`src/rtl/serial_alu_pkg.sv`:
```
// Shared definitions for the digit-serial ALU: op codes, sequencer states
// and the Booth-aware op resolver.
package serial_alu_pkg;

  localparam logic [2:0] OP_ADD   = 3'd0;
  localparam logic [2:0] OP_SUB   = 3'd1;
  localparam logic [2:0] OP_AND   = 3'd2;
  localparam logic [2:0] OP_OR    = 3'd3;
  localparam logic [2:0] OP_XOR   = 3'd4;
  localparam logic [2:0] OP_PASS  = 3'd5;
  localparam logic [2:0] OP_BOOTH = 3'd6;
  localparam logic [2:0] OP_RSVD  = 3'd7;

  typedef enum logic {
    S_IDLE,
    S_RUN
  } state_t;

  typedef struct packed {
    logic [2:0] op;
    logic       cin;
  } eff_t;

  // Maps the requested op plus Booth history (q1,q0) to the op actually executed.
  function automatic eff_t resolve_op(logic [2:0] op, logic q1, logic q0);
    eff_t r;
    r.op = op;
    if (op == OP_BOOTH) begin
      case ({q1, q0})
        2'b10:   r.op = OP_SUB;
        2'b01:   r.op = OP_ADD;
        default: r.op = OP_PASS;
      endcase
    end else if (op == OP_RSVD) begin
      r.op = OP_PASS;
    end
    r.cin = (r.op == OP_SUB);
    return r;
  endfunction

endpackage

```
`src/rtl/serial_add_digit.sv`:
```
// Combinational DIGIT-bit ripple adder; also exposes the carry into the MSB
// so the caller can form signed overflow.
module serial_add_digit #(
  parameter int DIGIT = 1
) (
  input  logic [DIGIT-1:0] a,
  input  logic [DIGIT-1:0] b,
  input  logic             cin,
  output logic [DIGIT-1:0] sum,
  output logic             cout,
  output logic             cmsb
);

  always_comb begin : p_add
    logic cy;
    cy   = cin;
    cmsb = cin;
    sum  = '0;
    for (int unsigned i = 0; i < DIGIT; i++) begin
      if (i == DIGIT - 1) cmsb = cy;
      sum[i] = a[i] ^ b[i] ^ cy;
      cy     = (a[i] & b[i]) | (a[i] & cy) | (b[i] & cy);
    end
    cout = cy;
  end

endmodule

```
`src/rtl/serial_alu_dig.sv`:
```
// Digit-serial ALU: WIDTH-bit operands streamed LSB-first, DIGIT bits per
// cycle, self-timed with a start/busy/done handshake and Booth-step history.
module serial_alu_dig
  import serial_alu_pkg::*;
#(
  parameter int WIDTH = 64,
  parameter int DIGIT = 1
) (
  input  logic             clk,
  input  logic             reset,
  input  logic             start,
  input  logic [2:0]       op,
  input  logic             booth_clr,
  input  logic [DIGIT-1:0] rs1_d,
  input  logic [DIGIT-1:0] rs2_d,
  output logic             busy,
  output logic [DIGIT-1:0] rd_d,
  output logic             rd_valid,
  output logic             done,
  output logic             flag_c,
  output logic             flag_z,
  output logic             flag_v,
  output logic             booth_noop
);

  localparam int NDIG = WIDTH / DIGIT;
  localparam int CW   = (NDIG > 1) ? $clog2(NDIG) : 1;
  localparam logic [CW-1:0] LAST = CW'(NDIG - 1);

  if ((WIDTH % DIGIT) != 0 || !(DIGIT == 1 || DIGIT == 2 || DIGIT == 4 || DIGIT == 8))
  begin : g_param_err
    $error("serial_alu_dig: WIDTH must be a multiple of DIGIT, DIGIT in {1,2,4,8}");
  end

  state_t     state, state_nx;
  logic [CW-1:0] cnt, cnt_nx;
  eff_t       eff_q, res0;
  logic       booth_q, carry_q, zacc, q0, q1;

  logic       accept, active, last;
  logic       q0_eff, q1_new, q1_cur, cur_booth, cur_cin, zin;
  logic [2:0] cur_op;
  logic [DIGIT-1:0] b_in, sum, res_d;
  logic       cout, cmsb;

  assign busy   = (state == S_RUN);
  assign accept = start & ~busy;
  assign active = accept | busy;

  // A clear coinciding with an accepted start takes effect before the decision.
  assign q0_eff = booth_clr ? 1'b0 : q0;
  assign q1_new = (op == OP_BOOTH) ? rs2_d[0] : q1;
  assign res0   = resolve_op(op, q1_new, q0_eff);

  assign cur_op    = busy ? eff_q.op : res0.op;
  assign cur_cin   = busy ? carry_q  : res0.cin;
  assign cur_booth = busy ? booth_q  : (op == OP_BOOTH);
  assign q1_cur    = busy ? q1       : q1_new;
  assign zin       = busy ? zacc     : 1'b0;
  assign last      = busy ? (cnt == LAST) : (NDIG == 1);

  assign b_in = (cur_op == OP_SUB) ? ~rs2_d : rs2_d;

  serial_add_digit #(.DIGIT(DIGIT)) u_add (
    .a    (rs1_d),
    .b    (b_in),
    .cin  (cur_cin),
    .sum  (sum),
    .cout (cout),
    .cmsb (cmsb)
  );

  always_comb begin
    res_d = rs1_d;
    case (cur_op)
      OP_ADD, OP_SUB: res_d = sum;
      OP_AND:         res_d = rs1_d & rs2_d;
      OP_OR:          res_d = rs1_d | rs2_d;
      OP_XOR:         res_d = rs1_d ^ rs2_d;
      default:        res_d = rs1_d;
    endcase
  end

  always_ff @(posedge clk or negedge reset) begin
    if (!reset) begin
      state <= S_IDLE;
      cnt   <= '0;
    end else begin
      state <= state_nx;
      cnt   <= cnt_nx;
    end
  end

  always_comb begin
    state_nx = state;
    cnt_nx   = cnt;
    case (state)
      S_IDLE: begin
        if (accept && NDIG > 1) begin
          state_nx = S_RUN;
          cnt_nx   = CW'(1);
        end
      end
      S_RUN: begin
        if (cnt == LAST) begin
          state_nx = S_IDLE;
          cnt_nx   = '0;
        end else begin
          cnt_nx = cnt + 1'b1;
        end
      end
      default: begin
        state_nx = S_IDLE;
        cnt_nx   = '0;
      end
    endcase
  end

  always_ff @(posedge clk or negedge reset) begin
    if (!reset) begin
      rd_d       <= '0;
      rd_valid   <= 1'b0;
      done       <= 1'b0;
      flag_c     <= 1'b0;
      flag_z     <= 1'b0;
      flag_v     <= 1'b0;
      booth_noop <= 1'b0;
      q0         <= 1'b0;
      q1         <= 1'b0;
      carry_q    <= 1'b0;
      zacc       <= 1'b0;
      booth_q    <= 1'b0;
      eff_q      <= '0;
    end else begin
      rd_valid <= active;
      done     <= active & last;
      if (active) begin
        rd_d    <= res_d;
        carry_q <= cout;
        zacc    <= zin | (|res_d);
      end
      if (accept) begin
        eff_q   <= res0;
        booth_q <= (op == OP_BOOTH);
        if (op == OP_BOOTH) q1 <= rs2_d[0];
      end
      if (!busy && booth_clr) q0 <= 1'b0;
      // History update on the last digit overrides a same-cycle clear (NDIG=1).
      if (active && last) begin
        flag_c     <= (cur_op == OP_ADD) ? cout : ((cur_op == OP_SUB) ? ~cout : 1'b0);
        flag_v     <= (cur_op == OP_ADD || cur_op == OP_SUB) ? (cmsb ^ cout) : 1'b0;
        flag_z     <= ~(zin | (|res_d));
        booth_noop <= cur_booth && (cur_op == OP_PASS);
        if (cur_booth) q0 <= q1_cur;
      end
    end
  end

endmodule

```
`config.mk`:
```
export PLATFORM = sky130hd
export DESIGN_NAME = serial_alu_dig
export DESIGN_NICKNAME = d
export VERILOG_FILES = /design/src/rtl/serial_alu_pkg.sv /design/src/rtl/serial_add_digit.sv /design/src/rtl/serial_alu_dig.sv
export SDC_FILE = /design/constraint.sdc
export NUM_CORES = 1
export LEC_CHECK = 0
export CAP_MARGIN = 40
export CORE_ASPECT_RATIO = 0.9
export CORE_MARGIN = 1
export CORE_UTILIZATION = 53
export CTS_CLUSTER_DIAMETER = 30
export DETAILED_ROUTE_END_ITERATION = 8
export PLACE_DENSITY_LB_ADDON = 0.25
export SYNTH_ARGS = -nofsm -noshare
export SYNTH_HDL_FRONTEND = slang
export SYNTH_SLANG_ARGS = --single-unit
```
`constraint.sdc`:
```
create_clock -name clk -period 3.2 [get_ports clk]
set_input_delay 0.32 -clock clk [delete_from_list [all_inputs] [get_ports clk]]
set_output_delay 0.32 -clock clk [all_outputs]
set_load 0.02 [all_outputs]
```
==> impl_results.md <==
* Status: complete, no violations
* Gr ovfl total at 0
* Cell taking the most area after synthesis: dfrtp_1
* Final hold violation count at 0
* Final instance area at 1510 µm²
* Final HPWL DP at 2080 µm
* Post-synth cell types at 37
* FMAX at 351 MHz
* Resized Gates After CTS at 0
* CORE AREA at 2200 µm²
* Leak pwr at 0.677 nW
* Ant diodes at 0
* Setup Skew at 13.6 ps
* RSZ-0062 raised after global routing: false
* Final nets at 169
* Setup TNS Final at 0 ps
* Die W at 53.0 µm
* Synth Flop Type: dfrtp_1
* Setup Viol. Count Final at 0
* Avg WL per Cell at 14.9 µm
* Max Fanout on Critical Path at 4
* Largest Register: cnt
* Fillers at 191
* Final Max Slew Viols at 0
* Remaining DRCs at 0
* Total wire length at 2690 µm
* Die ar. at 2540 µm²
* Area of the multi-input gates at 653 µm²
* Die Y at 47.9 µm
* CP Launch Type: input pin
* Final core utilization at 68.7%
* Final ANT Viol Nets at 0
* Tmin final at 2850 ps
* Mapped cell area at 1240 µm²
* Initial Utilization at 56.4%
* Largest net degree at the start of global routing at 25
* Initial antenna violation count at 0
* Sink Count at 22
* RePlAce Congestion at 0.860
* Skew-Pair Late Insertion Delay at 320 ps
* H-tree levels at 1
* Kind of critical path: input pin to flop
* Critical Path AT at 3070 ps
* DRT iter0 DRCs at 27
* First-pass GRT wire length at 4280 µm
* Syn Inst Count at 131
* Share of the synthesized area in the top cell type at 44.4%
* Max VDD drop at 0.000455 V
* Top flop regs: cnt (6), eff_q (3)
* Vias per cell at 5.81
* Row count at 16
* Area added between synthesis and finish at 21.9%
* Hold Path Class: input pin to asynchronous set/reset pin
* Ports at 17
* Share of layout cells above drive strength 1 at 11.0%
* Seq. cell area at 551 µm²
* 1st-pass router iterations at 4
* Top post-synthesis cells by area: dfrtp_1, o21ai_0, nand2_1
* Ys async rst share at 100%
* Req. time, crit path at 3420 ps
* Syn Nets at 145
* Max cap viols at 0
* Port bufs at 16
* Post-CTS setup buffer count at 0
* Clock Pin Slew Worst Setup and Hold Paths at 130 ps
* Post-synth EDFFs at 0
* Fin crit share at 89.0%
* CTS tree: built
* Number of global-route vias before repair at 925
* Mean Syn Cell Area at 9.47 µm²
* Slew @ Worst Pin at 481 ps
* Slew Limit Headroom at 67.8%
* #FFs+latches synth at 22
* Clock buffer depth at 2
* Commonest non-fill, non-tap cell in the layout: dfrtp_1
* PD cells at 764 nW/µm²
* Sequential area share after synthesis at 44.4%
* Largest register FFs at 6
* Routed vias at 1052
* Cell Area, Placed at 1480 µm²
* Root buf cell: clkbuf_4
* CTS buffer count at 3
* Yosys synthesis warning count at 0
* CTS Hold Buffers Added at 0
* GRT Util Overall at 24.3%
* Critical Path End Type: flop
* Commonest cells after routing, fill and taps aside: dfrtp_1, nand2_1, clkdlybuf4s50_1
-- worst paths after layout --
| kind | slack [ps] | cells past startpoint | to | startpoint |
|---|---|---|---|---|
| max reg2reg | 630 | 10 | flag_z$_DFFE_PN0P_ | q0$_DFF_PN0_ |
| min | 310 | 1 | rd_valid$_DFF_PN0_ | reset |
| max | 350 | 13 | flag_z$_DFFE_PN0P_ | op[0] |
| min reg2reg | 490 | 1 | cnt[5]$_DFFE_PN0P_ | cnt[5]$_DFFE_PN0P_ |
| max in group asynchronous | 2420 | 2 | booth_noop$_DFFE_PN0P_ | reset |
| min in group clk | 490 | 1 | cnt[5]$_DFFE_PN0P_ | cnt[5]$_DFFE_PN0P_ |
-- cell families after synthesis --
logic type	count (synthesis)	share of synthesized area [%]
and+or+nand+nor	55	22.6
AOI/OAI and AO/OA	32	18.1
DFF	22	44.4
buffers and inverters	9	3.02
adders and majority gates	5	5.65
xor gates and xnor gates	4	2.82
muxes	4	3.43
-- power by group --
part / internal, mW / switching [mW]
Clock: 0.0696 / 0.0873
Combinational: 0.256 / 0.283
Sequential: 0.377 / 0.0823
-- layout make-up --
type | instances | share of cell area, %
Multi-Input combinational cell | 100 | 43.2
Tap cell | 27 | 2.23
Timing Repair Buffer | 23 | 14.6
Clock buffer | 4 | 2.40
Sequential cell | 22 | 36.4
Inverter | 5 | 1.24
-- worst max-delay path, stage by stage --
cell and delay (ps):
clkdlybuf4s50_1 420, nand3b_1 220, nor2_1 120, a21oi_1 50, ha_1 350, o31ai_4 240, and2_1 170, nand3_1 90
xnor2_1 210, fa_1 460, nand2_1 110, a21oi_2 60, a211o_1 260
-- synth_stat cells, types with 2 or more instances --
cell	n
mux2_2	2
nor2b_1	2
o31ai_4	2
xnor2_1	3
inv_1	5
nand2b_1	7
buf_2	3
nand2_1	17
nor3_1	2
a21oi_1	7
dfrtp_1	22
mux2i_1	2
nand3_1	6
o21ai_0	14
ha_1	4
and3_1	3
nor2_1	10
-- per-layer routing --
metal / wire length [µm] / GRT usage [%] / part of all wire (%)
met5: 0 / 0 / 0
met3: 128 / 6.98 / 4.8
met4: 34 / 4.74 / 1.3
met1: 1290 / 33.1 / 48
met2: 1240 / 39.2 / 46
-- stage by stage --
| step | hold slack, ps | power, mW | setup WS [ps] | cells |
|---|---|---|---|---|
| finish | 307 | 1.16 | 352 | 181 |
| global route | 328 | 1.25 | 111 | 181 |
| CTS | 332 | 1.15 | 344 | 181 |
| detailed placement | 476 | 1.00 | 15.3 | 177 |
| global placement | 465 | 0.962 | 104 | 176 |
| floorplan | 24.4 | 0.830 | 510 | 131 |
Note: power is estimated with default switching activity, not from simulation.
